<file path="config.mk">
export PLATFORM = sky130hd
export DESIGN_NAME = mmm_iter
export DESIGN_NICKNAME = d
export VERILOG_FILES = /design/src/rtl/mmm_iter.sv
export SDC_FILE = /design/constraint.sdc
export NUM_CORES = 1
export LEC_CHECK = 0
export ABC_CLOCK_PERIOD_IN_PS = 5000
export CAP_MARGIN = 10
export CORE_ASPECT_RATIO = 1.25
export CORE_MARGIN = 3
export CORE_UTILIZATION = 40
export CTS_BUF_LIST = sky130_fd_sc_hd__clkbuf_8
export DETAILED_ROUTE_END_ITERATION = 12
export SYNTH_ARGS = -nofsm -noshare
export SYNTH_HDL_FRONTEND = slang
export SYNTH_SLANG_ARGS = --single-unit
export TNS_END_PERCENT = 20
</file>
<file path="constraint.sdc">
create_clock -name clk -period 5 [get_ports clk]
set_clock_uncertainty 0.2 [all_clocks]
set_input_delay 0.5 -clock clk [delete_from_list [all_inputs] [get_ports clk]]
set_output_delay 0.5 -clock clk [all_outputs]
set_load 0.005 [all_outputs]
</file>
<file path="src/rtl/mmm_iter.sv">
// Bit-serial Montgomery modular multiplier: R = A*B*2^-WIDTH mod M, one multiplier bit per cycle.
// Define MMM_FINAL_SUB_EN to add the conditional final subtraction (R < M); otherwise R < 2M.
module mmm_iter #(
    parameter int WIDTH = 8
) (
    input  logic             clk,
    input  logic             rst,
    input  logic             ena,
    input  logic             start,
    input  logic             abort,
    input  logic [WIDTH-1:0] A,
    input  logic [WIDTH-1:0] B,
    input  logic [WIDTH-1:0] M,
    output logic [WIDTH:0]   R,
    output logic             busy,
    output logic             done,
    output logic             err,
    output logic [1:0]       dbg_state_o
);

    localparam int CW = (WIDTH > 1) ? $clog2(WIDTH) : 1;

    typedef enum logic [1:0] {
        IDLE = 2'd0,
        ITER = 2'd1,
        SUB  = 2'd2,
        DONE = 2'd3
    } state_t;

    state_t           state_q;
    logic [WIDTH-1:0] a_q, b_q, m_q;
    logic [WIDTH+1:0] acc_q;
    logic [CW-1:0]    cnt_q;
    logic [WIDTH:0]   r_q;
    logic             busy_q, done_q, err_q;

    logic             bit_a, q_bit;
    logic [WIDTH+1:0] acc_sum, acc_step_d, acc_fin_d;

    // One Montgomery step; the sum stays below 2^(WIDTH+2) so nothing is lost before the shift.
    always_comb begin
        bit_a      = a_q[cnt_q];
        q_bit      = acc_q[0] ^ (bit_a & b_q[0]);
        acc_sum    = acc_q
                   + (bit_a ? {2'b00, b_q} : '0)
                   + (q_bit ? {2'b00, m_q} : '0);
        acc_step_d = acc_sum >> 1;
    end

`ifdef MMM_FINAL_SUB_EN
    always_comb begin
        acc_fin_d = acc_q;
        if (acc_q >= {2'b00, m_q}) begin
            acc_fin_d = acc_q - {2'b00, m_q};
        end
    end
`else
    assign acc_fin_d = acc_q;
`endif

    // abort outranks ena; ena=0 freezes everything else, including pending done/err pulses.
    always_ff @(posedge clk or posedge rst) begin
        if (rst) begin
            state_q <= IDLE;
            a_q     <= '0;
            b_q     <= '0;
            m_q     <= '0;
            acc_q   <= '0;
            cnt_q   <= '0;
            r_q     <= '0;
            busy_q  <= 1'b0;
            done_q  <= 1'b0;
            err_q   <= 1'b0;
        end else if (abort) begin
            state_q <= IDLE;
            cnt_q   <= '0;
            busy_q  <= 1'b0;
            done_q  <= 1'b0;
            err_q   <= 1'b0;
        end else if (ena) begin
            done_q <= 1'b0;
            err_q  <= 1'b0;
            busy_q <= (state_q == ITER) || (state_q == SUB);
            case (state_q)
                IDLE: begin
                    if (start) begin
                        if (M[0]) begin
                            a_q     <= A;
                            b_q     <= B;
                            m_q     <= M;
                            acc_q   <= '0;
                            cnt_q   <= '0;
                            state_q <= ITER;
                        end else begin
                            err_q <= 1'b1;
                        end
                    end
                end
                ITER: begin
                    acc_q <= acc_step_d;
                    if (cnt_q == CW'(WIDTH - 1)) begin
                        cnt_q   <= '0;
                        state_q <= SUB;
                    end else begin
                        cnt_q <= cnt_q + 1'b1;
                    end
                end
                SUB: begin
                    acc_q   <= acc_fin_d;
                    state_q <= DONE;
                end
                DONE: begin
                    r_q     <= acc_q[WIDTH:0];
                    done_q  <= 1'b1;
                    state_q <= IDLE;
                end
                default: state_q <= IDLE;
            endcase
        end
    end

    assign R           = r_q;
    assign busy        = busy_q;
    assign done        = done_q;
    assign err         = err_q;
    assign dbg_state_o = state_q;

endmodule

</file>
=== Word level (Yosys, flattened, before mapping) ===
Cells that the tools add are included.

* Register bits after elaboration: 51
* Word-level logic and storage cells: 65
* Input port bits: 29

* Multiplexer cells: 29
* Eq/ne operators: 9
* Bitwise gates (word level): 3
* Order comparisons: 1
* Reduce and logical (&&, ||, !) cells: 10
* Add/sub/neg operators: 3

{| class="wikitable"
|+ Operator list
! kind !! count
|-
| 10-bit by 8-bit adder with 10-bit output || 2
|-
| 10-bit 2-to-1 mux || 2
|-
| 10-bit case mux with 2 select lines || 1
|-
| 8-bit 2-to-1 mux || 2
|-
| 3-bit 2-to-1 mux || 5
|-
| 1-bit 2-to-1 mux || 11
|-
| 2-bit 2-to-1 mux || 5
|-
| 5-bit AND reduction || 2
|-
| 2-bit case mux with 4 select lines || 1
|-
| 4-bit AND reduction || 2
|-
| 3-bit inequality test, second input constant || 2
|-
| 3-bit case mux with 2 select lines || 1
|-
| 2-bit == test, second input constant || 2
|-
| 3-bit by 4-bit < comparator with 1-bit output, second input constant || 1
|-
| 2-bit inequality test, second input constant || 2
|-
| 2-bit nonzero test || 2
|-
| 3-bit by 1-bit adder with 3-bit output, second input constant || 1
|-
| 1-bit binary-select mux with 3-bit select || 1
|-
| 3-bit == test, second input constant || 1
|-
| 3-bit by 2-bit inequality test with 1-bit output, second input constant || 1
|-
| 3-bit AND reduction || 1
|-
| 3-bit nonzero test || 1
|-
| 2-bit by 1-bit == test with 1-bit output, second input constant || 1
|-
| 2-bit logical NOT || 1
|-
| 4 further kinds || 4
|}

=== Longest topological paths before layout ===
Gate-level depths: netlist (run 1).

* Word-level depth: 7
* Depth in mapped cells: 13

=== Worst setup path after synthesis (run 1) ===
No wires, ideal clock.

* Path type: register to register
* Start point: reg cnt_q[0]
* End point: reg acc_q[6], in the netlist acc_fin_d[6]
* Path slack: 1.111 ns
* Arrival: 3.560 ns
* Path buffers: 0
* Cell stages (with the launch flop): 14
* Setup time: 0.128 ns
* Cells stage by stage: dfrtp_1 -> mux4_2 -> mux2i_2 -> nor2b_1 -> ha_1 -> nand2_1 -> fa_1 -> inv_1 -> ha_1 -> fa_1 -> a211o_1 -> o211ai_1 -> a2111o_1 -> o211ai_2

* Longest elaborated chain between the ends: 7
* Elaborated cells between the ends (all ways): 9
* Those cells by class: 2 x add/sub; 5 x mux; 2 x bitwise

{| class="wikitable"
|+ RTL lines
! item !! RTL line !! RTL
|-
| start, declared || 33 || <nowiki>logic [CW-1:0] cnt_q;</nowiki>
|-
| start signal, assigned || 105 || <nowiki>cnt_q <= cnt_q + 1'b1;</nowiki>
|-
| 1-bit binary-select mux with 3-bit select * || 42 || <nowiki>bit_a = a_q[cnt_q];</nowiki>
|-
| 1-bit 2-to-1 mux (not written as such) * || 42 ||
|-
| branches (longest 3 deep; another with 10-bit by 8-bit adder with 10-bit output) || - ||
|-
| 10-bit by 8-bit adder with 10-bit output * || 46 || <nowiki>+ (q_bit ? {2'b00, m_q} : '0);</nowiki>
|-
| 10-bit case mux with 2 select lines * || 84 || <nowiki>case (state_q)</nowiki>
|-
| end signal, assigned || 100 || <nowiki>acc_q <= acc_step_d;</nowiki>
|-
| end signal, assigned || 109 || <nowiki>acc_q <= acc_fin_d;</nowiki>
|-
| end, declared || 32 || <nowiki>logic [WIDTH+1:0] acc_q;</nowiki>
|}

Mark *: on every way between the ends. The select of a mux whose other input is x is not followed.
A chain may end at the register's enable or synchronous reset.

=== Final worst setup path (run 1) ===
* Start point: reg cnt_q[0]
* End point: reg acc_q[7], in the netlist acc_fin_d[7]

The elaborated chain is that of the path after synthesis.

==> flow_summary.html, run 1 <==
<table>
<tr><th>Metric</th><th>Value</th></tr>
<tr><th colspan="2">Routing</th></tr>
<tr><td>Drt pass-1 iters</td><td>4</td></tr>
<tr><td>Detailed-route DRC error count</td><td>0</td></tr>
<tr><td>Wire length reported by the detailed router</td><td>5.08 mm</td></tr>
<tr><td>Routed wire length per instance</td><td>14.6 um</td></tr>
<tr><td>DR iter-0 viols</td><td>72</td></tr>
<tr><td>Avg Vias per Cell</td><td>5.18</td></tr>
<tr><td>Residual antenna-violating net count after detailed routing</td><td>0</td></tr>
<tr><td>Vias after detailed routing</td><td>1799</td></tr>
<tr><th colspan="2">Worst setup path</th></tr>
<tr><td>Critical path endpoint category</td><td>flip-flop</td></tr>
<tr><td>Required time at the worst-slack endpoint</td><td>5040 ps</td></tr>
<tr><td>Critical Path Fanout Max</td><td>8</td></tr>
<tr><td>Crit path DAT</td><td>4240 ps</td></tr>
<tr><td>Crit path launch type</td><td>flip-flop</td></tr>
<tr><td>Critical path start-end classification</td><td>reg -&gt; reg</td></tr>
<tr><th colspan="2">Min path</th></tr>
<tr><td>Worst min path class</td><td>reg -&gt; reg</td></tr>
<tr><th colspan="2">STA</th></tr>
<tr><td>Number of endpoints failing setup at the final stage</td><td>0</td></tr>
<tr><td>Period Utilization, post-route</td><td>83.8%</td></tr>
<tr><td>Number of pins with negative max-slew slack in the final report</td><td>0</td></tr>
<tr><td>Final-report hold violation count</td><td>0</td></tr>
<tr><td>Setup repair after global routing missed its margin</td><td>no</td></tr>
<tr><td>Final worst path period need</td><td>4190 ps</td></tr>
<tr><td>Timing-limited maximum frequency</td><td>239 MHz</td></tr>
<tr><td>Worst-Margin Slew</td><td>1050 ps</td></tr>
<tr><td>Setup TNS</td><td>0 ps</td></tr>
<tr><td>Worst slew margin relative to its limit</td><td>29.5%</td></tr>
<tr><th colspan="2">Die</th></tr>
<tr><td>Core region area</td><td>6610 um^2</td></tr>
<tr><td>Count of pins on the block boundary</td><td>43</td></tr>
<tr><td>Die outline area</td><td>7860 um^2</td></tr>
<tr><td>Row count</td><td>33</td></tr>
<tr><td>Starting Density</td><td>41.3%</td></tr>
<tr><td>Die Y</td><td>98.3 um</td></tr>
<tr><td>Die width</td><td>79.9 um</td></tr>
<tr><th colspan="2">Clock tree</th></tr>
<tr><td>Clock transition at the registers of the reported paths</td><td>90 ps</td></tr>
<tr><td>Level count of the clock H-tree</td><td>2</td></tr>
<tr><td>Root buf cell</td><td>sky130_fd_sc_hd__clkbuf_8</td></tr>
<tr><td>TritonCTS clock tree</td><td>done</td></tr>
<tr><td>Maximum clock insertion buffer count</td><td>2</td></tr>
<tr><td>Post-cts hold buffer count</td><td>0</td></tr>
<tr><td>Sink count of the clock tree</td><td>50</td></tr>
<tr><td>Quantity of gates resized following cts</td><td>0</td></tr>
<tr><td>Clock latency at the later pin of the worst-skew pair</td><td>300 ps</td></tr>
<tr><td>Setup fix buffers added after clock tree synthesis</td><td>0</td></tr>
<tr><td>Num CTS Buffers</td><td>5</td></tr>
<tr><th colspan="2">Finish</th></tr>
<tr><td>Non-filler instance count after layout</td><td>347</td></tr>
<tr><td>Number of nets in the final layout</td><td>310</td></tr>
<tr><td>Antenna Diode Count</td><td>0</td></tr>
<tr><td>Share of final-layout standard cells stronger than drive strength 1</td><td>20.8%</td></tr>
<tr><td>Highest-count cells in the layout ignoring fill and taps</td><td>50 x sky130_fd_sc_hd__dfrtp_1, 42 x sky130_fd_sc_hd__clkdlybuf4s50_1, 32 x sky130_fd_sc_hd__mux2_2, 14 x sky130_fd_sc_hd__ha_1, 13 x sky130_fd_sc_hd__nor2_1</td></tr>
<tr><td>Fillers</td><td>622</td></tr>
<tr><td>Most common library cell in the layout ignoring fill and taps</td><td>sky130_fd_sc_hd__dfrtp_1</td></tr>
<tr><td>Area grow syn2layout</td><td>21.4%</td></tr>
<tr><th colspan="2">Synthesis</th></tr>
<tr><td>Yosys warns</td><td>0</td></tr>
<tr><td>Proportion of register bits with asynchronous set or reset after synthesis</td><td>100%</td></tr>
<tr><td>Count of flip-flops with a built-in enable after synthesis</td><td>0</td></tr>
<tr><td>Number of different library cells in the post-synthesis netlist</td><td>45</td></tr>
<tr><td>Gate Count Post-Synth</td><td>215</td></tr>
<tr><td>Post-synthesis area per instance</td><td>12.7 um^2</td></tr>
<tr><td>Share of the yosys chip area belonging to registers</td><td>45.9%</td></tr>
<tr><td>Number of flip-flops and latches in the synthesized netlist</td><td>50</td></tr>
<tr><td>Dominant cell type by area after synthesis</td><td>sky130_fd_sc_hd__dfrtp_1</td></tr>
<tr><td>Net count of the mapped netlist</td><td>266</td></tr>
<tr><td>Share of Yosys cell area claimed by the top area cell type</td><td>45.9%</td></tr>
<tr><td>Most instantiated flip-flop cell in the synthesis netlist</td><td>sky130_fd_sc_hd__dfrtp_1</td></tr>
<tr><td>Largest cells by area after synthesis</td><td>sky130_fd_sc_hd__dfrtp_1 46%, sky130_fd_sc_hd__mux2_2 13%, sky130_fd_sc_hd__ha_1 6.4%</td></tr>
<tr><td>Post-synthesis cell area</td><td>2730 um^2</td></tr>
<tr><th colspan="2">Global route</th></tr>
<tr><td>Global route overflow</td><td>0</td></tr>
<tr><td>Antenna violations before repair</td><td>0</td></tr>
<tr><td>Vias in the first global route</td><td>1879</td></tr>
<tr><td>GR Util met3</td><td>2.31%</td></tr>
<tr><td>Total global routing track utilization</td><td>14.0%</td></tr>
<tr><td>Global Route met1 Usage</td><td>16.3%</td></tr>
<tr><td>Met2 track demand over resource in global routing</td><td>26.2%</td></tr>
<tr><td>Most utilized layer in the global route result</td><td>met2</td></tr>
<tr><td>Maximum number of pins on one net before global-route repair</td><td>51</td></tr>
<tr><td>Wire length of the first global-routing pass</td><td>8.70 mm</td></tr>
<tr><th colspan="2">Run status</th></tr>
<tr><td>Status</td><td>complete, no violations</td></tr>
<tr><th colspan="2">Placement</th></tr>
<tr><td>Placed Cells</td><td>339</td></tr>
<tr><td>Routability Congestion</td><td>0.765</td></tr>
<tr><td>HPWL after DPL</td><td>3.95 mm</td></tr>
<tr><td>Number of port buffers</td><td>42</td></tr>
<tr><th colspan="2">Run</th></tr>
<tr><td>Count of maximum capacitance violations</td><td>0</td></tr>
<tr><th colspan="2">Pwr</th></tr>
<tr><td>Pwr Density</td><td>348 nW/um^2</td></tr>
<tr><td>Leakage power figure</td><td>1.52 nW</td></tr>
<tr><td>Largest vdd supply drop</td><td>158 uV</td></tr>
</table>
[registers in the layout, indices dropped and copies added (netlist names)]
signal       count
R                9
acc_fin_d        9
a_q              8
b_q              8
m_q              8
cnt_q            3
dbg_state_o      2
busy             1
done             1
err              1
[per-stage QoR]
step                util, %  total power, W  instance area, um^2  hold WS (ps)  setup slack, ps
detailed placement     48.8        0.000930                 3220           273              808
finish                 50.2         0.00115                 3310           286              808
global placement       48.8        0.000924                 3220           263              947
global route           50.2         0.00124                 3310           318              485
floorplan                 -        0.000816                 2730           240             1110
CTS                    50.2         0.00118                 3310           294              760
[logic make-up after synthesis]
| logic type | after synthesis | synth area share (%) |
|---|---|---|
| AO/OA/AOI/OAI | 35 | 10.8 |
| XOR/XNOR | 2 | 0.642 |
| adder cells (fa/ha/maj) | 22 | 12.3 |
| buffers and inverters | 15 | 2.84 |
| flip-flops | 50 | 45.9 |
| multiplexers | 38 | 16.5 |
| AND/OR/NAND/NOR | 53 | 11.1 |
[cell usage after synthesis, types with 3 or more instances]
cell / instances
sky130_fd_sc_hd__nor2b_1: 8
sky130_fd_sc_hd__and2_1: 6
sky130_fd_sc_hd__nor2_1: 13
sky130_fd_sc_hd__inv_1: 8
sky130_fd_sc_hd__nand2_1: 9
sky130_fd_sc_hd__dfrtp_1: 50
sky130_fd_sc_hd__a22o_1: 4
sky130_fd_sc_hd__nand2b_1: 3
sky130_fd_sc_hd__mux2i_1: 3
sky130_fd_sc_hd__buf_4: 3
sky130_fd_sc_hd__a211o_1: 5
sky130_fd_sc_hd__mux2_2: 32
sky130_fd_sc_hd__fa_1: 8
sky130_fd_sc_hd__a21oi_1: 5
sky130_fd_sc_hd__ha_1: 14
sky130_fd_sc_hd__a21o_1: 3
[area by class of cell]
cell class                      instances  area [um^2]  area share [%]
Sequential cell                        50         1250            37.8
Inverter                                9         33.8            1.02
Clock buffer                            6         82.6            2.49
Multi-Input combinational cell        150         1400            42.3
Timing Repair Buffer                   43          428            12.9
Clock inverter                          2         8.76           0.264
Tap cell                               87          109            3.29
[report_power, final]
group / total, W / internal (W) / switching, W
clock: 0.000243 / 0.000110 / 0.000133
combinational: 0.000389 / 0.000200 / 0.000189
sequential: 0.000521 / 0.000475 / 0.0000466
[critical path: stages, from the launching register on]
cell and delay, ps:
sky130_fd_sc_hd__dfrtp_1 440, sky130_fd_sc_hd__mux4_2 530, sky130_fd_sc_hd__mux2i_2 360, sky130_fd_sc_hd__nor2b_1 90
sky130_fd_sc_hd__ha_1 360, sky130_fd_sc_hd__and2_1 200, sky130_fd_sc_hd__fa_1 490, sky130_fd_sc_hd__ha_1 330
sky130_fd_sc_hd__a211o_1 270, sky130_fd_sc_hd__a2111oi_0 510, sky130_fd_sc_hd__o311ai_0 230, sky130_fd_sc_hd__nand3_1 110
[routing by layer]
layer	routed length (um)	share of wire [%]
met3	154	3.0
met5	0	0
met4	59	1.2
met2	2820	55
met1	2050	40
[final timing paths]
kind / cells after the start / end / startpoint / slack, ps
max: 11 / acc_fin_d[7] / cnt_q[0] / 810
min: 1 / m_q[0] / m_q[0] / 290
max in group asynchronous: 2 / R[6] / rst / 3390
min in group asynchronous: 2 / a_q[2] / rst / 550
max reg2reg: 11 / acc_fin_d[7] / cnt_q[0] / 810
min reg2reg: 1 / m_q[0] / m_q[0] / 290
(Power assumes the default switching activity.)
==> run 2, diff against run 1 <==
ABC_CLOCK_PERIOD_IN_PS = 3700   (was 5000)
clock period = 3.7 ns   (was 5 ns; I/O delays follow)
==> flow_summary.html, run 2 (synthesis results as in run 1) <==
<table>
<tr><th>Metric</th><th>Value</th></tr>
<tr><th colspan="2">Run status</th></tr>
<tr><td>Status</td><td>complete, no violations (unchanged)</td></tr>
<tr><th colspan="2">STA</th></tr>
<tr><td>Number of endpoints failing setup at the final stage</td><td>0 (unchanged)</td></tr>
<tr><td>Timing-limited maximum frequency</td><td>273 MHz (was 239 MHz)</td></tr>
<tr><td>Hold slack final</td><td>290 ps (was 286 ps)</td></tr>
<tr><td>Final worst path period need</td><td>3670 ps (was 4190 ps)</td></tr>
<tr><td>Setup repair after global routing missed its margin</td><td>yes (was no)</td></tr>
<tr><td>Period Utilization, post-route</td><td>99.1% (was 83.8%)</td></tr>
<tr><td>Final-report hold violation count</td><td>0 (unchanged)</td></tr>
<tr><td>Number of pins with negative max-slew slack in the final report</td><td>0 (unchanged)</td></tr>
<tr><td>Worst-Margin Slew</td><td>1030 ps (was 1050 ps)</td></tr>
<tr><td>Worst slew margin relative to its limit</td><td>31.4% (was 29.5%)</td></tr>
<tr><th colspan="2">Pwr</th></tr>
<tr><td>PnR Total Power</td><td>0.00169 W (was 0.00115 W)</td></tr>
<tr><td>Share of power burned in combinational logic</td><td>36.4% (was 33.8%)</td></tr>
<tr><td>Switching share of power</td><td>30.7% (was 32.0%)</td></tr>
<tr><td>Largest vdd supply drop</td><td>194 uV (was 158 uV)</td></tr>
<tr><td>Part of the power in the clock network</td><td>22.0% (was 21.1%)</td></tr>
<tr><td>Internal power component</td><td>0.00117 W (was 0.000784 W)</td></tr>
<tr><td>Leakage power figure</td><td>1.59 nW (was 1.52 nW)</td></tr>
<tr><td>Sequential power share</td><td>41.6% (was 45.2%)</td></tr>
<tr><td>Power dissipated by switching net loads</td><td>0.000518 W (was 0.000369 W)</td></tr>
<tr><td>Pwr Density</td><td>490 nW/um^2 (was 348 nW/um^2)</td></tr>
<tr><th colspan="2">Global route</th></tr>
<tr><td>Global route overflow</td><td>0 (unchanged)</td></tr>
<tr><td>Antenna violations before repair</td><td>0 (unchanged)</td></tr>
<tr><td>Wire length of the first global-routing pass</td><td>9.11 mm (was 8.70 mm)</td></tr>
<tr><td>Vias in the first global route</td><td>2033 (was 1879)</td></tr>
<tr><td>Total global routing track utilization</td><td>14.5% (was 14.0%)</td></tr>
<tr><td>Maximum number of pins on one net before global-route repair</td><td>51 (unchanged)</td></tr>
<tr><th colspan="2">Finish</th></tr>
<tr><td>Most common library cell in the layout ignoring fill and taps</td><td>sky130_fd_sc_hd__dfrtp_1 (unchanged)</td></tr>
<tr><td>Number of nets in the final layout</td><td>322 (was 310)</td></tr>
<tr><td>Share of final-layout standard cells stronger than drive strength 1</td><td>25.4% (was 20.8%)</td></tr>
<tr><td>Highest-count cells in the layout ignoring fill and taps</td><td>50 x sky130_fd_sc_hd__dfrtp_1, 42 x sky130_fd_sc_hd__clkdlybuf4s50_1, 32 x sky130_fd_sc_hd__mux2_2 (was 50 x sky130_fd_sc_hd__dfrtp_1, 42 x sky130_fd_sc_hd__clkdlybuf4s50_1, 32 x sky130_fd_sc_hd__mux2_2, 14 x sky130_fd_sc_hd__ha_1, 13 x sky130_fd_sc_hd__nor2_1)</td></tr>
<tr><td>Area grow syn2layout</td><td>26.4% (was 21.4%)</td></tr>
<tr><td>Sequential cell area in the final layout</td><td>1250 um^2 (unchanged)</td></tr>
<tr><td>Fillers</td><td>606 (was 622)</td></tr>
<tr><td>Antenna Diode Count</td><td>0 (unchanged)</td></tr>
<tr><td>Area of combinational cells with multiple inputs</td><td>1430 um^2 (was 1400 um^2)</td></tr>
<tr><td>Non-filler instance count after layout</td><td>359 (was 347)</td></tr>
<tr><th colspan="2">Worst setup path</th></tr>
<tr><td>CP peak stage delay</td><td>530 ps (about the same)</td></tr>
<tr><td>Worst Path Buf+Inv</td><td>1 (was 0)</td></tr>
<tr><td>Critical path, cell by cell</td><td>mux4_2 -&gt; mux2i_4 -&gt; nor2b_1 -&gt; ha_1 -&gt; nand2_1 -&gt; fa_1 -&gt; inv_2 -&gt; ha_4 -&gt; fa_2 -&gt; a211o_1 -&gt; o211ai_1 -&gt; a2111o_1 -&gt; o211ai_2 (was mux4_2 -&gt; mux2i_2 -&gt; nor2b_1 -&gt; ha_1 -&gt; and2_1 -&gt; fa_1 -&gt; ha_1 -&gt; a211o_1 -&gt; a2111oi_0 -&gt; o311ai_0 -&gt; nand3_1)</td></tr>
<tr><td>Crit path launch type</td><td>flip-flop (unchanged)</td></tr>
<tr><td>Worst r2r dst</td><td>acc_fin_d[6] (was acc_fin_d[7])</td></tr>
<tr><td>Kind of cell with the highest combined delay on the critical path</td><td>adder cells (unchanged)</td></tr>
<tr><td>Critical path endpoint category</td><td>flip-flop (unchanged)</td></tr>
<tr><td>Critical path start-end classification</td><td>reg -&gt; reg (unchanged)</td></tr>
<tr><td>Worst Reg2Reg Path Length in Cells</td><td>13 (was 11)</td></tr>
<tr><td>Crit path DAT</td><td>3640 ps (was 4240 ps)</td></tr>
<tr><td>Worst reg2reg setup slack</td><td>30 ps (was 810 ps)</td></tr>
<tr><td>Critical Path Fanout Max</td><td>4 (was 8)</td></tr>
<tr><td>Required time at the worst-slack endpoint</td><td>3680 ps (was 5040 ps)</td></tr>
<tr><td>Worst reg2reg startpoint</td><td>cnt_q[0] (unchanged)</td></tr>
<tr><td>Crit-path slowest cell</td><td>sky130_fd_sc_hd__mux4_2 (unchanged)</td></tr>
<tr><th colspan="2">Placement</th></tr>
<tr><td>Number of port buffers</td><td>42 (unchanged)</td></tr>
<tr><td>HPWL after DPL</td><td>4.05 mm (was 3.95 mm)</td></tr>
<tr><td>Placed Cells</td><td>351 (was 339)</td></tr>
<tr><td>Routability Congestion</td><td>0.771 (was 0.765)</td></tr>
<tr><th colspan="2">Die</th></tr>
<tr><td>Die outline area</td><td>7860 um^2 (unchanged)</td></tr>
<tr><td>Starting Density</td><td>41.3% (unchanged)</td></tr>
<tr><td>Row count</td><td>33 (unchanged)</td></tr>
<tr><td>Die Y</td><td>98.3 um (unchanged)</td></tr>
<tr><td>Core region area</td><td>6610 um^2 (unchanged)</td></tr>
<tr><td>Count of pins on the block boundary</td><td>43 (unchanged)</td></tr>
<tr><td>Die width</td><td>79.9 um (unchanged)</td></tr>
<tr><th colspan="2">Clock tree</th></tr>
<tr><td>TritonCTS clock tree</td><td>done (unchanged)</td></tr>
<tr><td>Clock latency at the later pin of the worst-skew pair</td><td>300 ps (about the same)</td></tr>
<tr><td>Root buf cell</td><td>sky130_fd_sc_hd__clkbuf_8 (unchanged)</td></tr>
<tr><td>Num CTS Buffers</td><td>5 (unchanged)</td></tr>
<tr><td>Level count of the clock H-tree</td><td>2 (unchanged)</td></tr>
<tr><td>Sink count of the clock tree</td><td>50 (unchanged)</td></tr>
<tr><td>Maximum clock insertion buffer count</td><td>2 (unchanged)</td></tr>
<tr><td>Clock transition at the registers of the reported paths</td><td>90 ps (about the same)</td></tr>
<tr><th colspan="2">Min path</th></tr>
<tr><td>Worst Hold Launch</td><td>m_q[0] (unchanged)</td></tr>
<tr><td>Min-Delay Path Depth</td><td>1 (unchanged)</td></tr>
<tr><td>Sink of the worst hold path</td><td>m_q[0] (unchanged)</td></tr>
<tr><td>Worst min path class</td><td>reg -&gt; reg (unchanged)</td></tr>
<tr><th colspan="2">Routing</th></tr>
<tr><td>Wire length reported by the detailed router</td><td>5.22 mm (was 5.08 mm)</td></tr>
<tr><td>Drt pass-1 iters</td><td>4 (unchanged)</td></tr>
<tr><td>Detailed-route DRC error count</td><td>0 (unchanged)</td></tr>
<tr><td>Vias after detailed routing</td><td>1841 (was 1799)</td></tr>
<tr><td>DR iter-0 viols</td><td>43 (was 72)</td></tr>
<tr><td>Residual antenna-violating net count after detailed routing</td><td>0 (unchanged)</td></tr>
<tr><td>Avg Vias per Cell</td><td>5.13 (was 5.18)</td></tr>
<tr><td>Routed wire length per instance</td><td>14.5 um (was 14.6 um)</td></tr>
<tr><th colspan="2">Run</th></tr>
<tr><td>Count of maximum capacitance violations</td><td>0 (unchanged)</td></tr>
</table>
-- run 2: layout make-up --
| type | instances | share of cell area [%] |
|---|---|---|
| sequential | 50 | 36.3 |
| clock inverter | 3 | 1.09 |
| multi-input combinational | 150 | 41.5 |
| inverter | 9 | 0.980 |
| tap | 87 | 3.16 |
| clock buffer | 5 | 2.00 |
| timing repair buffer | 55 | 15.0 |
-- run 2: power by group through the flow --
| stage | registers (W) | logic [W] | clock network (W) |
|---|---|---|---|
| floorplan | 0.000690 | 0.000435 | 0 |
| global placement | 0.000719 | 0.000616 | 0 |
| detailed placement | 0.000719 | 0.000624 | 0 |
| CTS | 0.000707 | 0.000627 | 0.000386 |
| global route | 0.000718 | 0.000690 | 0.000405 |
| finish | 0.000703 | 0.000615 | 0.000371 |
-- run 2: per-layer routing --
| metal | GRT usage (%) | share of wire, % | vias up |
|---|---|---|---|
| li1 | - | - | 885 |
| met1 | 16.8 | 40 | 921 |
| met2 | 26.9 | 56 | 29 |
| met3 | 2.68 | 3.1 | 6 |
| met4 | 3.90 | 1.1 | 0 |
| met5 | 0 | 0 | - |
-- run 2: worst max path at each step --
stage	startpoint	slack [ps]	end	cells past startpoint
final	cnt_q[0]	30	acc_fin_d[6]	13
after global routing	cnt_q[1]	-170	acc_fin_d[6]	13
after CTS	cnt_q[1]	1	acc_fin_d[6]	13
after detailed placement	cnt_q[0]	-10	acc_fin_d[6]	13
after global placement	cnt_q[0]	60	acc_fin_d[7]	11
after floorplan	cnt_q[0]	-30	acc_fin_d[6]	13
-- run 2: metrics by stage --
step	utilization (%)	worst slack [ps]	TNS [ps]	instance area [um^2]
CTS	52.2	1.18	0	3450
detailed placement	50.6	-13.6	-26.2	3340
floorplan	-	-34.2	-65.0	2760
global route	52.2	-169	-495	3450
finish	52.2	34.5	0	3450
global placement	50.6	60.9	0	3340
-- run 2: what timing repair did --
action                     in CTS  in global routing
buffers inserted                0                  0
gates resized for setup         0                  1
setup endpoints to repair       2                  5
hold buffers                    0                  0
pin swaps                       4                  4
==> run 3, diff against run 2 <==
--- a/config.mk
+++ b/config.mk
@@ -10,3 +10,3 @@
 export CORE_ASPECT_RATIO = 1.25
-export CORE_MARGIN = 3
+export CORE_MARGIN = 4
 export CORE_UTILIZATION = 40
==> constraint.sdc (replaced) <==
create_clock -name clk -period 3.7 [get_ports clk]
set_clock_uncertainty 0.2 [all_clocks]
set_input_delay 1.11 -clock clk [delete_from_list [all_inputs] [get_ports clk]]
set_output_delay 1.11 -clock clk [all_outputs]
set_load 0.005 [all_outputs]
==> flow_summary.html, run 3 (synthesis results as in run 1) <==
<table>
<tr><th>Metric</th><th>Value</th></tr>
<tr><th colspan="2">Clock tree</th></tr>
<tr><td>Root buf cell</td><td>sky130_fd_sc_hd__clkbuf_8 (unchanged)</td></tr>
<tr><td>Sink count of the clock tree</td><td>50 (unchanged)</td></tr>
<tr><td>Post-cts hold buffer count</td><td>0 (unchanged)</td></tr>
<tr><td>Clock latency at the later pin of the worst-skew pair</td><td>300 ps (about the same)</td></tr>
<tr><td>Clock transition at the registers of the reported paths</td><td>90 ps (about the same)</td></tr>
<tr><td>Num CTS Buffers</td><td>5 (unchanged)</td></tr>
<tr><td>Level count of the clock H-tree</td><td>2 (unchanged)</td></tr>
<tr><td>TritonCTS clock tree</td><td>done (unchanged)</td></tr>
<tr><td>Maximum clock insertion buffer count</td><td>2 (unchanged)</td></tr>
<tr><th colspan="2">Die</th></tr>
<tr><td>Die Y</td><td>100 um (was 98.3 um)</td></tr>
<tr><td>Count of pins on the block boundary</td><td>43 (unchanged)</td></tr>
<tr><td>Die width</td><td>81.9 um (was 79.9 um)</td></tr>
<tr><td>Row count</td><td>33 (unchanged)</td></tr>
<tr><td>Starting Density</td><td>41.3% (unchanged)</td></tr>
<tr><td>Core region area</td><td>6610 um^2 (unchanged)</td></tr>
<tr><td>Die outline area</td><td>8220 um^2 (was 7860 um^2)</td></tr>
<tr><th colspan="2">Min path</th></tr>
<tr><td>Worst Hold Launch</td><td>m_q[0] (unchanged)</td></tr>
<tr><td>Worst min path class</td><td>reg -&gt; reg (unchanged)</td></tr>
<tr><th colspan="2">Worst setup path</th></tr>
<tr><td>Critical Path Fanout Max</td><td>4 (unchanged)</td></tr>
<tr><td>Critical path endpoint category</td><td>flip-flop (unchanged)</td></tr>
<tr><td>Crit path DAT</td><td>3670 ps (was 3640 ps)</td></tr>
<tr><td>Worst reg2reg startpoint</td><td>cnt_q[0] (unchanged)</td></tr>
<tr><td>Worst reg2reg setup slack</td><td>20 ps (was 30 ps)</td></tr>
<tr><td>Dominant cell type by count on the critical path</td><td>sky130_fd_sc_hd__ha_1</td></tr>
<tr><td>Worst Reg2Reg Path Length in Cells</td><td>11 (was 13)</td></tr>
<tr><td>CP peak stage delay</td><td>570 ps (was 530 ps)</td></tr>
<tr><td>Critical path start-end classification</td><td>reg -&gt; reg (unchanged)</td></tr>
<tr><td>Critical Path Start</td><td>cnt_q[0] (unchanged)</td></tr>
<tr><td>Crit-path slowest cell</td><td>sky130_fd_sc_hd__fa_2 (was sky130_fd_sc_hd__mux4_2)</td></tr>
<tr><td>Crit path launch type</td><td>flip-flop (unchanged)</td></tr>
<tr><td>Worst r2r dst</td><td>acc_fin_d[7] (was acc_fin_d[6])</td></tr>
<tr><td>End point of the critical path</td><td>acc_fin_d[7] (was acc_fin_d[6])</td></tr>
<tr><td>Critical path, cell by cell</td><td>mux4_2 -&gt; mux2i_4 -&gt; nor2b_1 -&gt; ha_1 -&gt; and2_1 -&gt; fa_2 -&gt; ha_1 -&gt; a211o_1 -&gt; a2111oi_4 -&gt; nand4b_1 -&gt; nand3_1 (was mux4_2 -&gt; mux2i_4 -&gt; nor2b_1 -&gt; ha_1 -&gt; nand2_1 -&gt; fa_1 -&gt; inv_2 -&gt; ha_4 -&gt; fa_2 -&gt; a211o_1 -&gt; o211ai_1 -&gt; a2111o_1 -&gt; o211ai_2)</td></tr>
<tr><td>Required time at the worst-slack endpoint</td><td>3690 ps (was 3680 ps)</td></tr>
<tr><td>Kind of cell with the highest combined delay on the critical path</td><td>adder cells (unchanged)</td></tr>
<tr><td>Worst Path Buf+Inv</td><td>0 (was 1)</td></tr>
<tr><td>Crit. path cell count</td><td>11 (was 13)</td></tr>
<tr><th colspan="2">Routing</th></tr>
<tr><td>Residual antenna-violating net count after detailed routing</td><td>0 (unchanged)</td></tr>
<tr><td>Vias after detailed routing</td><td>1827 (was 1841)</td></tr>
<tr><td>Detailed-route DRC error count</td><td>0 (unchanged)</td></tr>
<tr><td>DR iter-0 viols</td><td>61 (was 43)</td></tr>
<tr><td>Avg Vias per Cell</td><td>5.10 (was 5.13)</td></tr>
<tr><td>Routed wire length per instance</td><td>14.8 um (was 14.5 um)</td></tr>
<tr><td>Drt pass-1 iters</td><td>4 (unchanged)</td></tr>
<tr><td>Wire length reported by the detailed router</td><td>5.31 mm (was 5.22 mm)</td></tr>
<tr><th colspan="2">Finish</th></tr>
<tr><td>Area grow syn2layout</td><td>27.3% (was 26.4%)</td></tr>
<tr><td>Highest-count cells in the layout ignoring fill and taps</td><td>50 x sky130_fd_sc_hd__dfrtp_1, 42 x sky130_fd_sc_hd__clkdlybuf4s50_1, 32 x sky130_fd_sc_hd__mux2_2, 13 x sky130_fd_sc_hd__nor2_1 (was 50 x sky130_fd_sc_hd__dfrtp_1, 42 x sky130_fd_sc_hd__clkdlybuf4s50_1, 32 x sky130_fd_sc_hd__mux2_2)</td></tr>
<tr><td>Most common library cell in the layout ignoring fill and taps</td><td>sky130_fd_sc_hd__dfrtp_1 (unchanged)</td></tr>
<tr><td>Number of nets in the final layout</td><td>321 (was 322)</td></tr>
<tr><td>Fillers</td><td>599 (was 606)</td></tr>
<tr><td>Antenna Diode Count</td><td>0 (unchanged)</td></tr>
<tr><td>Share of final-layout standard cells stronger than drive strength 1</td><td>26.9% (was 25.4%)</td></tr>
<tr><td>Non-filler instance count after layout</td><td>358 (was 359)</td></tr>
<tr><th colspan="2">Pwr</th></tr>
<tr><td>Leakage power figure</td><td>1.58 nW (was 1.59 nW)</td></tr>
<tr><td>Internal power component</td><td>0.00115 W (was 0.00117 W)</td></tr>
<tr><td>PnR Total Power</td><td>0.00168 W (was 0.00169 W)</td></tr>
<tr><td>Largest vdd supply drop</td><td>202 uV (was 194 uV)</td></tr>
<tr><td>Part of the power in the clock network</td><td>21.9% (was 22.0%)</td></tr>
<tr><td>Share of power burned in combinational logic</td><td>36.3% (was 36.4%)</td></tr>
<tr><td>Switching share of power</td><td>31.5% (was 30.7%)</td></tr>
<tr><td>Pwr Density</td><td>483 nW/um^2 (was 490 nW/um^2)</td></tr>
<tr><td>Power dissipated by switching net loads</td><td>0.000528 W (was 0.000518 W)</td></tr>
<tr><td>Sequential power share</td><td>41.8% (was 41.6%)</td></tr>
<tr><th colspan="2">STA</th></tr>
<tr><td>Timing-limited maximum frequency</td><td>272 MHz (was 273 MHz)</td></tr>
<tr><td>Final worst path period need</td><td>3680 ps (was 3670 ps)</td></tr>
<tr><td>Period Utilization, post-route</td><td>99.5% (was 99.1%)</td></tr>
<tr><td>Setup repair after global routing missed its margin</td><td>yes (unchanged)</td></tr>
<tr><td>Worst-Margin Slew</td><td>480 ps (was 1030 ps)</td></tr>
<tr><td>Final-report hold violation count</td><td>0 (unchanged)</td></tr>
<tr><td>Number of pins with negative max-slew slack in the final report</td><td>0 (unchanged)</td></tr>
<tr><td>Worst slew margin relative to its limit</td><td>67.7% (was 31.4%)</td></tr>
<tr><td>Number of endpoints failing setup at the final stage</td><td>0 (unchanged)</td></tr>
<tr><th colspan="2">Global route</th></tr>
<tr><td>Global route overflow</td><td>0 (unchanged)</td></tr>
<tr><td>Wire length of the first global-routing pass</td><td>8.98 mm (was 9.11 mm)</td></tr>
<tr><td>Total global routing track utilization</td><td>14.0% (was 14.5%)</td></tr>
<tr><td>Vias in the first global route</td><td>1935 (was 2033)</td></tr>
<tr><td>Antenna violations before repair</td><td>0 (unchanged)</td></tr>
<tr><td>Maximum number of pins on one net before global-route repair</td><td>25 (was 51)</td></tr>
<tr><th colspan="2">Placement</th></tr>
<tr><td>Placed Cells</td><td>349 (was 351)</td></tr>
<tr><td>Routability Congestion</td><td>0.823 (was 0.771)</td></tr>
<tr><td>Number of port buffers</td><td>42 (unchanged)</td></tr>
<tr><td>HPWL after DPL</td><td>4.21 mm (was 4.05 mm)</td></tr>
<tr><th colspan="2">Run</th></tr>
<tr><td>Count of maximum capacitance violations</td><td>0 (unchanged)</td></tr>
<tr><th colspan="2">Run status</th></tr>
<tr><td>Status</td><td>complete, no violations (unchanged)</td></tr>
</table>
[run 3: per-stage QoR]
stage          utilization, %  TNS [ps]  instance area, um^2  hold WS, ps  setup slack [ps]
6_report                 52.6         0                 3470          281              18.0
5_1_grt                  52.6      -557                 3470          312              -155
4_1_cts                  52.4         0                 3460          282             0.440
3_5_place_dp             50.4      -115                 3330          258             -76.8
3_3_place_gp             50.4         0                 3330          263              19.8
2_1_floorplan               -     -65.0                 2760          240             -34.2
[run 3: metal layers]
metal | wire length [um] | share of wire (%) | vias to the layer above | track usage [%]
met5 | 0 | 0 | - | 0
met4 | 41 | 0.77 | 0 | 3.07
met3 | 169 | 3.2 | 5 | 2.51
met2 | 2880 | 54 | 28 | 25.8
met1 | 2210 | 42 | 908 | 16.7
li1 | - | - | 886 | -
[run 3: cell type report]
cell class	instances	area [um^2]	share of cell area, %
inverter	9	33.8	0.972
clock buffer	8	110	3.17
timing repair buffer	54	510	14.7
multi-input combinational	150	1460	42.0
sequential	50	1250	36.0
tap	87	109	3.13
[run 3: worst min path at each step]
stage	endpoint	slack, ps	cells past startpoint
after floorplan	m_q[0]	240	1
after global placement	m_q[0]	260	1
after detailed placement	m_q[0]	260	1
after CTS	m_q[0]	280	1
after global routing	m_q[0]	310	1
final	m_q[0]	280	1
[run 3: what timing repair did]
action | in CTS | in global routing
setup endpoints to repair | 4 | 5
buffers inserted | 1 | 0
gates resized for setup | 2 | 4
pin swaps | 4 | 3
[run 3: power by group through the flow]
stage	registers (W)	clock network, W	logic, W
2_1_floorplan	0.000690	0	0.000435
3_3_place_gp	0.000717	0	0.000576
3_5_place_dp	0.000715	0	0.000586
4_1_cts	0.000704	0.000382	0.000600
5_1_grt	0.000715	0.000401	0.000686
6_report	0.000702	0.000367	0.000609
[run 3: worst register-to-register path, cell delays in order, from the launching register on]
cell	delay, ps
sky130_fd_sc_hd__dfrtp_1	370
sky130_fd_sc_hd__mux4_2	530
sky130_fd_sc_hd__mux2i_4	180
sky130_fd_sc_hd__nor2b_1	70
sky130_fd_sc_hd__ha_1	340
sky130_fd_sc_hd__and2_1	190
sky130_fd_sc_hd__fa_2	570
sky130_fd_sc_hd__ha_1	260
sky130_fd_sc_hd__a211o_1	310
sky130_fd_sc_hd__a2111oi_4	320
sky130_fd_sc_hd__nand4b_1	160
sky130_fd_sc_hd__nand3_1	70
